===== src/rtl/alu_pkg.sv =====
// Shared ALU definitions: opcode encoding, NZCV bit positions, ARM condition codes and
// opcode classification helpers.
package alu_pkg;

    localparam logic [3:0] OP_AND = 4'h0;
    localparam logic [3:0] OP_EOR = 4'h1;
    localparam logic [3:0] OP_SUB = 4'h2;
    localparam logic [3:0] OP_RSB = 4'h3;
    localparam logic [3:0] OP_ADD = 4'h4;
    localparam logic [3:0] OP_ADC = 4'h5;
    localparam logic [3:0] OP_SBC = 4'h6;
    localparam logic [3:0] OP_RSC = 4'h7;
    localparam logic [3:0] OP_TST = 4'h8;
    localparam logic [3:0] OP_TEQ = 4'h9;
    localparam logic [3:0] OP_CMP = 4'hA;
    localparam logic [3:0] OP_CMN = 4'hB;
    localparam logic [3:0] OP_ORR = 4'hC;
    localparam logic [3:0] OP_MOV = 4'hD;
    localparam logic [3:0] OP_BIC = 4'hE;
    localparam logic [3:0] OP_MVN = 4'hF;

    localparam int unsigned NEG = 3;
    localparam int unsigned ZER = 2;
    localparam int unsigned CAR = 1;
    localparam int unsigned OVR = 0;

    typedef enum logic [3:0] {
        CondEq, CondNe, CondCs, CondCc, CondMi, CondPl, CondVs, CondVc,
        CondHi, CondLs, CondGe, CondLt, CondGt, CondLe, CondAl, CondNv
    } cond_e;

    // Logical ops take C from the shifter and leave V untouched.
    function automatic logic is_logical(input logic [3:0] op);
        return (op <= OP_EOR) || (op == OP_TST) || (op == OP_TEQ) || (op >= OP_ORR);
    endfunction

    function automatic logic is_compare(input logic [3:0] op);
        return (op >= OP_TST) && (op <= OP_CMN);
    endfunction

endpackage


===== src/rtl/cond_eval.sv =====
// Combinational ARM condition-code evaluator: cond field against NZCV.
module cond_eval
    import alu_pkg::*;
(
    input  logic [3:0] cond,
    input  logic [3:0] nzcv,
    output logic       pass
);

    logic n, z, c, v;

    always_comb begin
        n    = nzcv[NEG];
        z    = nzcv[ZER];
        c    = nzcv[CAR];
        v    = nzcv[OVR];
        pass = 1'b0;
        case (cond_e'(cond))
            CondEq:  pass = z;
            CondNe:  pass = !z;
            CondCs:  pass = c;
            CondCc:  pass = !c;
            CondMi:  pass = n;
            CondPl:  pass = !n;
            CondVs:  pass = v;
            CondVc:  pass = !v;
            CondHi:  pass = c && !z;
            CondLs:  pass = !c || z;
            CondGe:  pass = (n == v);
            CondLt:  pass = (n != v);
            CondGt:  pass = !z && (n == v);
            CondLe:  pass = z || (n != v);
            CondAl:  pass = 1'b1;
            default: pass = 1'b0;
        endcase
    end

endmodule


===== src/rtl/cond_unit.sv =====
// One-entry EX stage holding the NZCV register; evaluates conditions and commits flags at retire.
// Optional COND_NV_UNDEF_EN: NV retirement raises undef and is excluded from skip_count.
module cond_unit
    import alu_pkg::*;
#(
    parameter int unsigned CNT_W = 32
) (
    input  logic             clk,
    input  logic             reset,
    input  logic             in_valid,
    output logic             in_ready,
    input  logic [3:0]       in_cond,
    input  logic [3:0]       in_opcode,
    input  logic             in_s,
    input  logic [3:0]       alu_flags,
    input  logic             shift_carry,
    input  logic             flags_wr_en,
    input  logic [3:0]       flags_wr_data,
    output logic             out_valid,
    input  logic             out_ready,
    output logic             out_pass,
    output logic [3:0]       out_opcode,
    output logic [3:0]       flags,
    output logic [CNT_W-1:0] skip_count,
    output logic             undef
);

    logic             ex_valid_q;
    logic [3:0]       ex_cond_q;
    logic [3:0]       ex_op_q;
    logic             ex_s_q;
    logic [3:0]       flags_q, flags_d;
    logic [CNT_W-1:0] skip_q;
    logic             pass;
    logic             accept, retire, commit, is_nv;

    cond_eval u_cond_eval (
        .cond (ex_cond_q),
        .nzcv (flags_q),
        .pass (pass)
    );

    assign in_ready   = !ex_valid_q || out_ready;
    assign out_valid  = ex_valid_q;
    assign out_pass   = pass;
    assign out_opcode = ex_op_q;
    assign flags      = flags_q;
    assign skip_count = skip_q;
    assign accept     = in_valid && in_ready;
    assign retire     = ex_valid_q && out_ready;
    assign commit     = retire && pass && (ex_s_q || is_compare(ex_op_q));

`ifdef COND_NV_UNDEF_EN
    assign is_nv = (ex_cond_q == CondNv);
    assign undef = retire && is_nv;
`else
    assign is_nv = 1'b0;
    assign undef = 1'b0;
`endif

    always_comb begin
        flags_d = flags_q;
        if (commit) begin
            if (is_logical(ex_op_q)) begin
                flags_d = {alu_flags[NEG], alu_flags[ZER], shift_carry, flags_q[OVR]};
            end else begin
                flags_d = alu_flags;
            end
        end
        // Direct writes override any same-cycle ALU commit.
        if (flags_wr_en) begin
            flags_d = flags_wr_data;
        end
    end

    always_ff @(posedge clk) begin
        if (!reset) begin
            ex_valid_q <= 1'b0;
            ex_cond_q  <= 4'h0;
            ex_op_q    <= 4'h0;
            ex_s_q     <= 1'b0;
            flags_q    <= 4'h0;
            skip_q     <= '0;
        end else begin
            if (accept) begin
                ex_valid_q <= 1'b1;
                ex_cond_q  <= in_cond;
                ex_op_q    <= in_opcode;
                ex_s_q     <= in_s;
            end else if (retire) begin
                ex_valid_q <= 1'b0;
            end
            flags_q <= flags_d;
            if (retire && !pass && !is_nv && (skip_q != '1)) begin
                skip_q <= skip_q + CNT_W'(1);
            end
        end
    end

endmodule


===== config.mk =====
export PLATFORM = sky130hd
export DESIGN_NAME = cond_unit
export DESIGN_NICKNAME = d
export VERILOG_FILES = /design/src/rtl/alu_pkg.sv /design/src/rtl/cond_eval.sv /design/src/rtl/cond_unit.sv
export SDC_FILE = /design/constraint.sdc
export NUM_CORES = 1
export LEC_CHECK = 0
export BUFFER_PORTS_ARGS = -buffer_cell sky130_fd_sc_hd__buf_2
export CAP_MARGIN = 5
export CORE_MARGIN = 5
export CORE_UTILIZATION = 40
export DETAILED_ROUTE_END_ITERATION = 10
export MAX_ROUTING_LAYER = met4
export PLACE_DENSITY = 0.7
export SETUP_SLACK_MARGIN = 0.3
export SYNTH_ARGS = -nofsm -noshare
export SYNTH_HDL_FRONTEND = slang
export SYNTH_SLANG_ARGS = --single-unit

===== constraint.sdc =====
create_clock -name clk -period 2.2 [get_ports clk]
set_clock_uncertainty 0.05 [all_clocks]
set_input_delay 0.33 -clock clk [delete_from_list [all_inputs] [get_ports clk]]
set_output_delay 0.33 -clock clk [all_outputs]
set_load 0.01 [all_outputs]

**Word-level counts from Yosys, hierarchy flattened**

Index checks and enable logic that the tools add are counted.

- Add/sub/neg operators: 1
- $lt $le $gt $ge: 4
- Equality and inequality tests: 20
- Muxes and demuxes: 6
- Reductions and logical operators: 26

Operators by type and width:

| kind | count |
|---|---|
| equality test 4 bit, second input constant | 9 |
| adder 32 x 1 -> 32 bit, second input constant | 1 |
| inequality test 32 bit, second input constant | 1 |
| equality test 4 x 3 -> 1 bit, second input constant | 4 |
| case mux 1 bit (15 select lines) | 1 |
| logical AND 1 bit | 9 |
| equality test 4 x 2 -> 1 bit, second input constant | 2 |
| greater-or-equal comparator 4 bit, second input constant | 2 |
| 2-to-1 mux 4 bit | 2 |
| logical OR 1 bit | 7 |
| zero test 1 bit | 6 |
| equality test 4 x 1 -> 1 bit, second input constant | 1 |
| <= comparator 4 x 1 -> 1 bit, second input constant | 1 |
| <= comparator 4 bit, second input constant | 1 |
| zero test 4 bit | 1 |
| nonzero test 2 bit | 2 |
| 2-to-1 mux 1 bit | 2 |
| 2-to-1 mux 2 bit | 1 |
| inequality test 2 bit, second input constant | 1 |
| AND reduction 2 bit | 1 |
| equality test 1 bit | 1 |
| inequality test 1 bit | 1 |

- Flip-flop bits (word level): 46
- Input port bits: 23
- Output and inout bits: 44
- Word-level logic and storage cells: 64

**Depth between registers and ports, before layout**

Gate-level depths: netlist of run 1.

- Depth after elaboration: 7
- Mapped depth: 9
- Depth with buffers taken out: 7

**Hierarchy**

A second synthesis of run 1 with hierarchy kept.

- Cell total of the unflattened synthesis: 299
- Area, all modules: 2423.6 µm²

Modules (own cells, without submodules):

| module | instances | cells an instance | area an instance (µm²) | seq. area each (µm²) |
|---|---|---|---|---|
| cond_unit | 1 | 271 | 2229.6 | 920.9 |
| cond_eval | 1 | 28 | 193.9 | 0.0 |

**Worst setup path after synthesis of run 1**

OpenSTA, ideal clock, no wires.

- Path type: reg-to-reg
- Start point: reg flags_q[3], in the netlist flags[3]
- End point: reg skip_q[24], in the netlist skip_count[24]
- Arrival time: 2.058 ns
- Setup slack: 0.021 ns
- Stages on the path, launching flop included: 8
- Cells stage by stage: dfxtp_1 -> xor2_1 -> mux2i_1 -> a311oi_2 -> nand4_2 -> buf_6 -> or4_1 -> a21oi_1

- Cells in the longest elaborated chain, start to end: 6
- Elaborated cells between the ends (all ways): 9
- Those cells by class: eq/ne: 2; mux: 1; reduce/logical: 6

Ends and longest elaborated chain:

| item | line | RTL |
|---|---|---|
| from (decl) | cond_unit.sv:32 | `logic [3:0] flags_q, flags_d;` |
| from (signal assigned) | cond_unit.sv:93 | `flags_q <= flags_d;` |
| inequality test 1 bit or equality test 1 bit (tied branches) | n/a |  |
| logical OR 1 bit or logical AND 1 bit (tied branches) | cond_eval.sv:32, cond_eval.sv:31 |  |
| case mux 1 bit (15 select lines) * | cond_eval.sv:18 | `case (cond_e'(cond))` |
| zero test 1 bit * | cond_unit.sv:94 | `if (retire && !pass && !is_nv && (skip_q != '1)) begin` |
| logical AND 1 bit * (2 in a row) | cond_unit.sv:94 |  |
| to (signal assigned) | cond_unit.sv:95 | `skip_q <= skip_q + CNT_W'(1);` |
| to (decl) | cond_unit.sv:33 | `logic [CNT_W-1:0] skip_q;` |

Every way passes the cells marked *; elsewhere a longest branch is shown, timed or not.
A chain may end at the register's enable or synchronous reset.

**Worst setup path in the final report of run 1**

- Start point: reg flags_q[2], in the netlist flags[2]
- End point: reg skip_q[28], in the netlist skip_count[28]

- Cells in the longest elaborated chain, start to end: 6
- Elaborated cells between the ends (all ways): 9
- Those cells by class: mux: 1; reduce/logical: 8

Ends and longest elaborated chain:

| item | line |
|---|---|
| zero test 1 bit | cond_eval.sv:20, cond_eval.sv:27, cond_eval.sv:31 |
| logical AND 1 bit, on equally long branches | cond_eval.sv:31, cond_eval.sv:27 |
| case mux 1 bit (15 select lines) * | cond_eval.sv:18 |
| zero test 1 bit * | cond_unit.sv:94 |
| logical AND 1 bit * (2 in a row) | cond_unit.sv:94 |

Marks and branches as above.

==> results.txt, run 1 <==
Outcome: finished clean
Syn_area_per_cell: 7.829 um2
IO Port Bufs: 65
Worst path top cell family by delay: simple AND/OR/NAND/NOR gates
N_diodes: 0
First-pass GRT wire length: 10.90 mm
Avg WL per Cell: 14.82 um
Core area: 0.005886 mm2
Main synth FF type: dfxtp_1
Worst-path clk slew: 90 ps
P_leak: 1.289 nW
Die area: 0.007659 mm2
Synthesized area: 0.002404 mm2
Post-DRT Antenna Nets: 0
Worst EP required: 2380 ps
I/O pin total: 67
Max cap viols: 0
Slowest stage delay, CP: 470 ps
Largest net degree at the start of global routing: 42
Hold Crit Class: in2reg
Crit path max fanout: 21
Synth unique cells: 42
Syn Inst Count: 307
Power after layout: 1.642 mW
Area of the multi-input gates: 0.001480 mm2
Share of the yosys chip area belonging to registers: 0.3831
Root buf cell: clkbuf_8
Layout cells sized above 1: 0.3737
Final #Nets: 411
Latest clock arrival within the worst-skew pair: 300 ps
Initial core utilization: 0.4084
Number of flops mapped to enable cells by yosys: 0
Cell Chain, Critical Path: nand3b_1 -> o2bb2ai_2 -> mux2i_2 -> nand4_2 -> buf_12 -> or4_1 -> a21oi_1
Slew Viols, Final: 0
Final Wtd Congestion: 0.7988
Tot GR Track Use: 0.1809
Synthesized Nets: 331
DR DRC count: 0
Die height: 87.52 um
Setup-failing EPs final: 0
Post-synth ARST share: 0
Clock sinks: 46
Vias in the first global route: 2338
Final Cycle Share: 0.9650
Most instantiated library cell after synthesis: dfxtp_1
Fmax: 471.0 MHz
DP HPWL: 4.700 mm
Register Area: 960.9 um2
Power Dens Cells: 507.0 mW/mm2
Filler Cell Count: 536
Synth area leader: dfxtp_1
Iter 0 DRT Violations: 102
Area contributors post-synth: dfxtp_1, a21oi_1, or3_1
CP Launch Type: flop
Area Growth Syn to Fin: 34.77%
Worst VDD drop: 276.6 uV
Unrepaired setup endpoints after global routing: yes
Num CTS Buffers: 5
Clk buf depth: 2
Initial antenna violation count: 0
Die width: 87.52 um
CP Buf/Inv Count: 1
Synth top cells by count: dfxtp_1, a21oi_1, nand2_1
H-tree levels: 2
Crit end category: flop
Vias/cell: 5.594
Yosys warns: 0
Top cell type's share of synthesized area: 0.3831
CTS tree: built
DR vias: 2590
Final hold violation count: 0
#FFs+latches synth: 46
CP arrival: 2300 ps
Post-Route WL: 6.863 mm
Setup total negative slack: 0 ps
DR pass1 iterations: 4
Critical setup path kind: reg2reg
Fin crit period: 2123 ps
Row count: 28
Slowest CP cell: or4_1
Grt ovf: 0
[final timing paths]
| kind | start | end | slack, ps | cells past startpoint |
|---|---|---|---|---|
| worst max-delay path | flags[2]$_SDFFE_PN0P_ | skip_count[28]$_SDFFE_PN0P_ | 80 | 7 |
| worst min-delay path | in_cond[3] | ex_cond_q[3]$_SDFFE_PN0P_ | 220 | 3 |
| worst max register to register | flags[2]$_SDFFE_PN0P_ | skip_count[28]$_SDFFE_PN0P_ | 80 | 7 |
| worst min register to register | out_opcode[0]$_SDFFE_PN0P_ | out_opcode[0]$_SDFFE_PN0P_ | 410 | 2 |
[power breakdown]
part | leakage, nW | total (mW) | internal, mW | switching, mW
combinational | 0.850 | 0.191 | 0.0877 | 0.104
sequential | 0.385 | 0.870 | 0.848 | 0.0222
clock | 0.0544 | 0.581 | 0.288 | 0.293
total | 1.29 | 1.64 | 1.22 | 0.419
[state kept, by name (all words and copies together), names as in the netlist]
| signal | cells |
|---|---|
| out_opcode | 4 |
| out_valid | 1 |
| ex_s_q | 1 |
| flags | 4 |
| ex_cond_q | 4 |
| skip_count | 32 |
[repair_timing]
action / CTS / global route
gates cloned: 0 / 1
gates resized for setup: 19 / 19
endpoints found under the setup margin: 37 / 37
pin swaps: 1 / 5
setup buffers: 3 / 3
hold buffers: 0 / 0
[worst min-delay path, stage by stage]
cell and delay, ps:
buf_2 100, nand3_1 60, a21oi_1 50
[per-layer routing]
layer  GRT usage  vias to the layer above  wire length [um]
met3     0.03406                        7               432
met1      0.2333                     1210              3067
li1            -                     1295                 -
met4     0.04742                        0                68
met5           -                        -                 0
met2      0.2904                       78              3295
[per-stage QoR]
step,cells,hold slack (ps),utilization,worst slack [ps],instance area [um2]
after floorplan,307,383.2,-,179.1,2500
after global routing,463,219.2,0.5504,-11.17,3239
after detailed placement,448,402.6,0.5049,11.51,2972
after CTS,459,211.3,0.5381,89.02,3167
after global placement,448,392.1,0.5049,97.08,2972
final,463,220.1,0.5504,76.98,3239
[kinds of logic after synthesis]
group / synth area share
adder cells (fa/ha/maj): 0.005205
buffers and inverters: 0.04789
XOR/XNOR: 0.007289
multiplexers: 0.04633
AND/OR/NAND/NOR: 0.3129
flip-flops: 0.3831
other: 0.001560
AO/OA/AOI/OAI: 0.1957
[placed cells by master, fill, tap and decap left out, drive strengths merged, types with 2 or more instances in the layout]
cell type	instances
a21oi	45
buf	92
or3	25
nand3	22
and2	2
nor2b	2
clkbuf	8
xor2	2
and4	2
nand2b	5
mux2i	10
nor3b	2
nand2	31
inv	7
nand4	13
nor2	4
nor4	4
dfxtp	46
or4	6
o21ai	28
o31ai	5
a31oi	2
and3	3
nor3	6
nand3b	2
or3b	2
[layout make-up]
| type | instances | share of cell area |
|---|---|---|
| multi-input combinational | 234 | 0.4569 |
| timing repair buffer | 93 | 0.1769 |
| inverter | 7 | 0.008111 |
| clock buffer | 7 | 0.02974 |
| clock inverter | 1 | 0.002704 |
| sequential | 46 | 0.2966 |
| tap | 75 | 0.02897 |
No activity file was read; power rests on OpenSTA's default activity.
==> inputs of run 2 (changes only) <==
- CORE_ASPECT_RATIO: not set -> 0.7
==> results.txt, run 2 (synthesis results as in run 1) <==
DR pass1 iterations: 4 (unchanged)
Max FFs per register: 32 (unchanged)
DR DRC count: 0 (unchanged)
Post-DRT Antenna Nets: 0 (unchanged)
Slowest CP cell: dfxtp_1
I/O pin total: 67 (unchanged)
Fmax: 445.5 MHz (-5.4%)
Largest net degree at the start of global routing: 61 (+45%)
Clk buf depth: 2 (unchanged)
Final hold slack: 215.6 ps (-4.491 ps)
P_leak: 1.348 nW (+4.6%)
Slew Viols, Final: 0 (unchanged)
Final Wtd Congestion: 0.8925 (+12%)
Clock sinks: 46 (unchanged)
Sw Pwr: 440.3 uW (+5.1%)
Area Growth Syn to Fin: 43.10%
Grt ovf: 0 (unchanged)
Initial core utilization: 0.4155 (+0.007155)
Crit path max fanout: 15 (-29%)
Most common cell after layout, fill and taps aside: buf_2
Latest clock arrival within the worst-skew pair: 300 ps (about the same)
Setup total negative slack: -350.6 ps (-350.6 ps)
Combinational share of power: 0.131 (+0.014)
Power Dens Cells: 503.9 mW/mm2 (-0.63%)
Final #Nets: 421 (+2.4%)
Layout cells sized above 1: 0.4020 (+0.02830)
Least-Margin Pin Slew: 561.3 ps
Initial antenna violation count: 0 (unchanged)
Post-Route WL: 7.580 mm (+10%)
Iter 0 DRT Violations: 175 (+72%)
Vias/cell: 5.615 (+0.38%)
Hold Crit Class: in2reg
Slowest stage delay, CP: 380 ps (-90 ps)
Core area: 0.005784 mm2 (-1.7%)
Max cap viols: 0 (unchanged)
First-pass GRT wire length: 11.43 mm (+4.9%)
Final Cycle Share: 1.020 (+0.05534)
Most frequent cells in the layout: buf_2, a21oi_1, nand2_1, buf_4
Placed Area: 0.002964 mm2 (-0.25%)
Design Area, Final: 0.003440 mm2 (+6.2%)
CTS tree: built
Cell Chain, Critical Path: nand3b_1 -> o2bb2ai_1 -> mux2i_1 -> nand4_2 -> buf_4 -> clkbuf_16 -> or3_1 -> a21oi_1
IO Port Bufs: 65 (unchanged)
Pint: 1.293 mW (+5.7%)
Crit end category: flop
CP Launch Type: flop
Slew HR: 0.6219
Vias in the first global route: 2395 (+2.4%)
DP HPWL: 4.905 mm (+4.4%)
Clk pwr share: 0.367 (+0.013)
Critical setup path kind: reg2reg
Hold buffers post-CTS: 0 (unchanged)
Root buf cell: clkbuf_8
Setup-failing EPs final: 15 (+15)
N_diodes: 0 (unchanged)
Worst EP required: 2390 ps (about the same)
Worst VDD drop: 240.0 uV (-13%)
Switching share of power: 0.2541 (-0.001062)
DR vias: 2656 (+2.5%)
Die area: 0.007684 mm2 (+0.33%)
H-tree levels: 2 (unchanged)
Reg power frac: 0.502 (-0.028)
Final hold violation count: 0 (unchanged)
Failing checks: setup timing
Final Worst Setup Slack: -44.77 ps (-121.7 ps)
Filler Cell Count: 529 (-1.3%)
CP arrival: 2430 ps (+130 ps)
Num CTS Buffers: 5 (unchanged)
Power after layout: 1.733 mW (+5.5%)
Row count: 23 (-18%)
Outcome: complete, but fails checks
Fin crit period: 2245 ps (+121.7 ps)
Unrepaired setup endpoints after global routing: yes
Avg WL per Cell: 16.03 um (+8.1%)
Die width: 102.7 um (+17%)
Tot GR Track Use: 0.1929 (+0.01192)
Die height: 74.86 um (-14%)
Worst-path clk slew: 90 ps (about the same)
-- run 2: cell count changes in the layout (fill, tap and decap cells not counted), sizes merged --
| cell | before | now |
|---|---|---|
| buf | 92 | 101 |
| clkinv | 1 | 0 |
| bufinv | 0 | 1 |
| clkinvlp | 0 | 1 |
-- run 2: what timing repair did --
item / CTS / global route
setup endpoints to repair: 37 / 37
pin swaps: 6 / 3
setup buffers: 10 / 5
cloned: 1 / 2
gates resized for setup: 35 / 10
-- run 2: path summary, 6_finish.rpt --
kind                               from                          end  slack, ps  cells past startpoint
hold / removal               in_cond[0]    ex_cond_q[0]$_SDFFE_PN0P_        220                      3
setup reg to reg  flags[2]$_SDFFE_PN0P_  skip_count[31]$_SDFFE_PN0P_        -40                      8
hold reg to reg     ex_s_q$_SDFFE_PN0P_          ex_s_q$_SDFFE_PN0P_        410                      2
setup / recovery  flags[2]$_SDFFE_PN0P_  skip_count[31]$_SDFFE_PN0P_        -40                      8
-- run 2: layout make-up --
cell class,count,area [um2],share of cell area
multi-input combinational,234,1559,0.4533
sequential,46,960.9,0.2794
timing repair buffer,103,689.4,0.2004
tap,75,93.84,0.02728
clock buffer,6,72.57,0.02110
clock inverter,2,37.54,0.01091
inverter,7,26.28,0.007639
-- run 2: power groups by stage --
| stage | Combinational, mW | Sequential [mW] | Clock, mW |
|---|---|---|---|
| floorplan | 0.113 | 0.886 | 0 |
| global placement | 0.165 | 0.890 | 0 |
| CTS | 0.191 | 0.870 | 0.649 |
| finish | 0.227 | 0.870 | 0.636 |
| global route | 0.245 | 0.875 | 0.680 |
| detailed placement | 0.169 | 0.891 | 0 |
-- run 2: per-stage QoR --
step	cells	util	worst slack, ps
2_1_floorplan	307	-	179.1
3_3_place_gp	447	0.5124	82.27
3_5_place_dp	447	0.5124	15.58
4_1_cts	466	0.5689	89.65
5_1_grt	473	0.5946	-143.4
6_report	473	0.5946	-44.77
-- run 2: worst max-delay path, delay by kind of cell (launching register included) --
kind / cells / cell delay [ps]
AOI/OAI and AO/OA: 2 / 340
buffers and inverters: 2 / 370
DFF: 1 / 380
muxes: 1 / 290
and+or+nand+nor: 3 / 760
-- run 2: routing by layer --
metal | track usage | vias to the layer above | part of all wire
met5 | - | - | 0
met4 | 0.04803 | 0 | 0.013
li1 | - | 1316 | -
met3 | 0.03333 | 11 | 0.060
met2 | 0.2918 | 92 | 0.44
met1 | 0.2684 | 1237 | 0.48
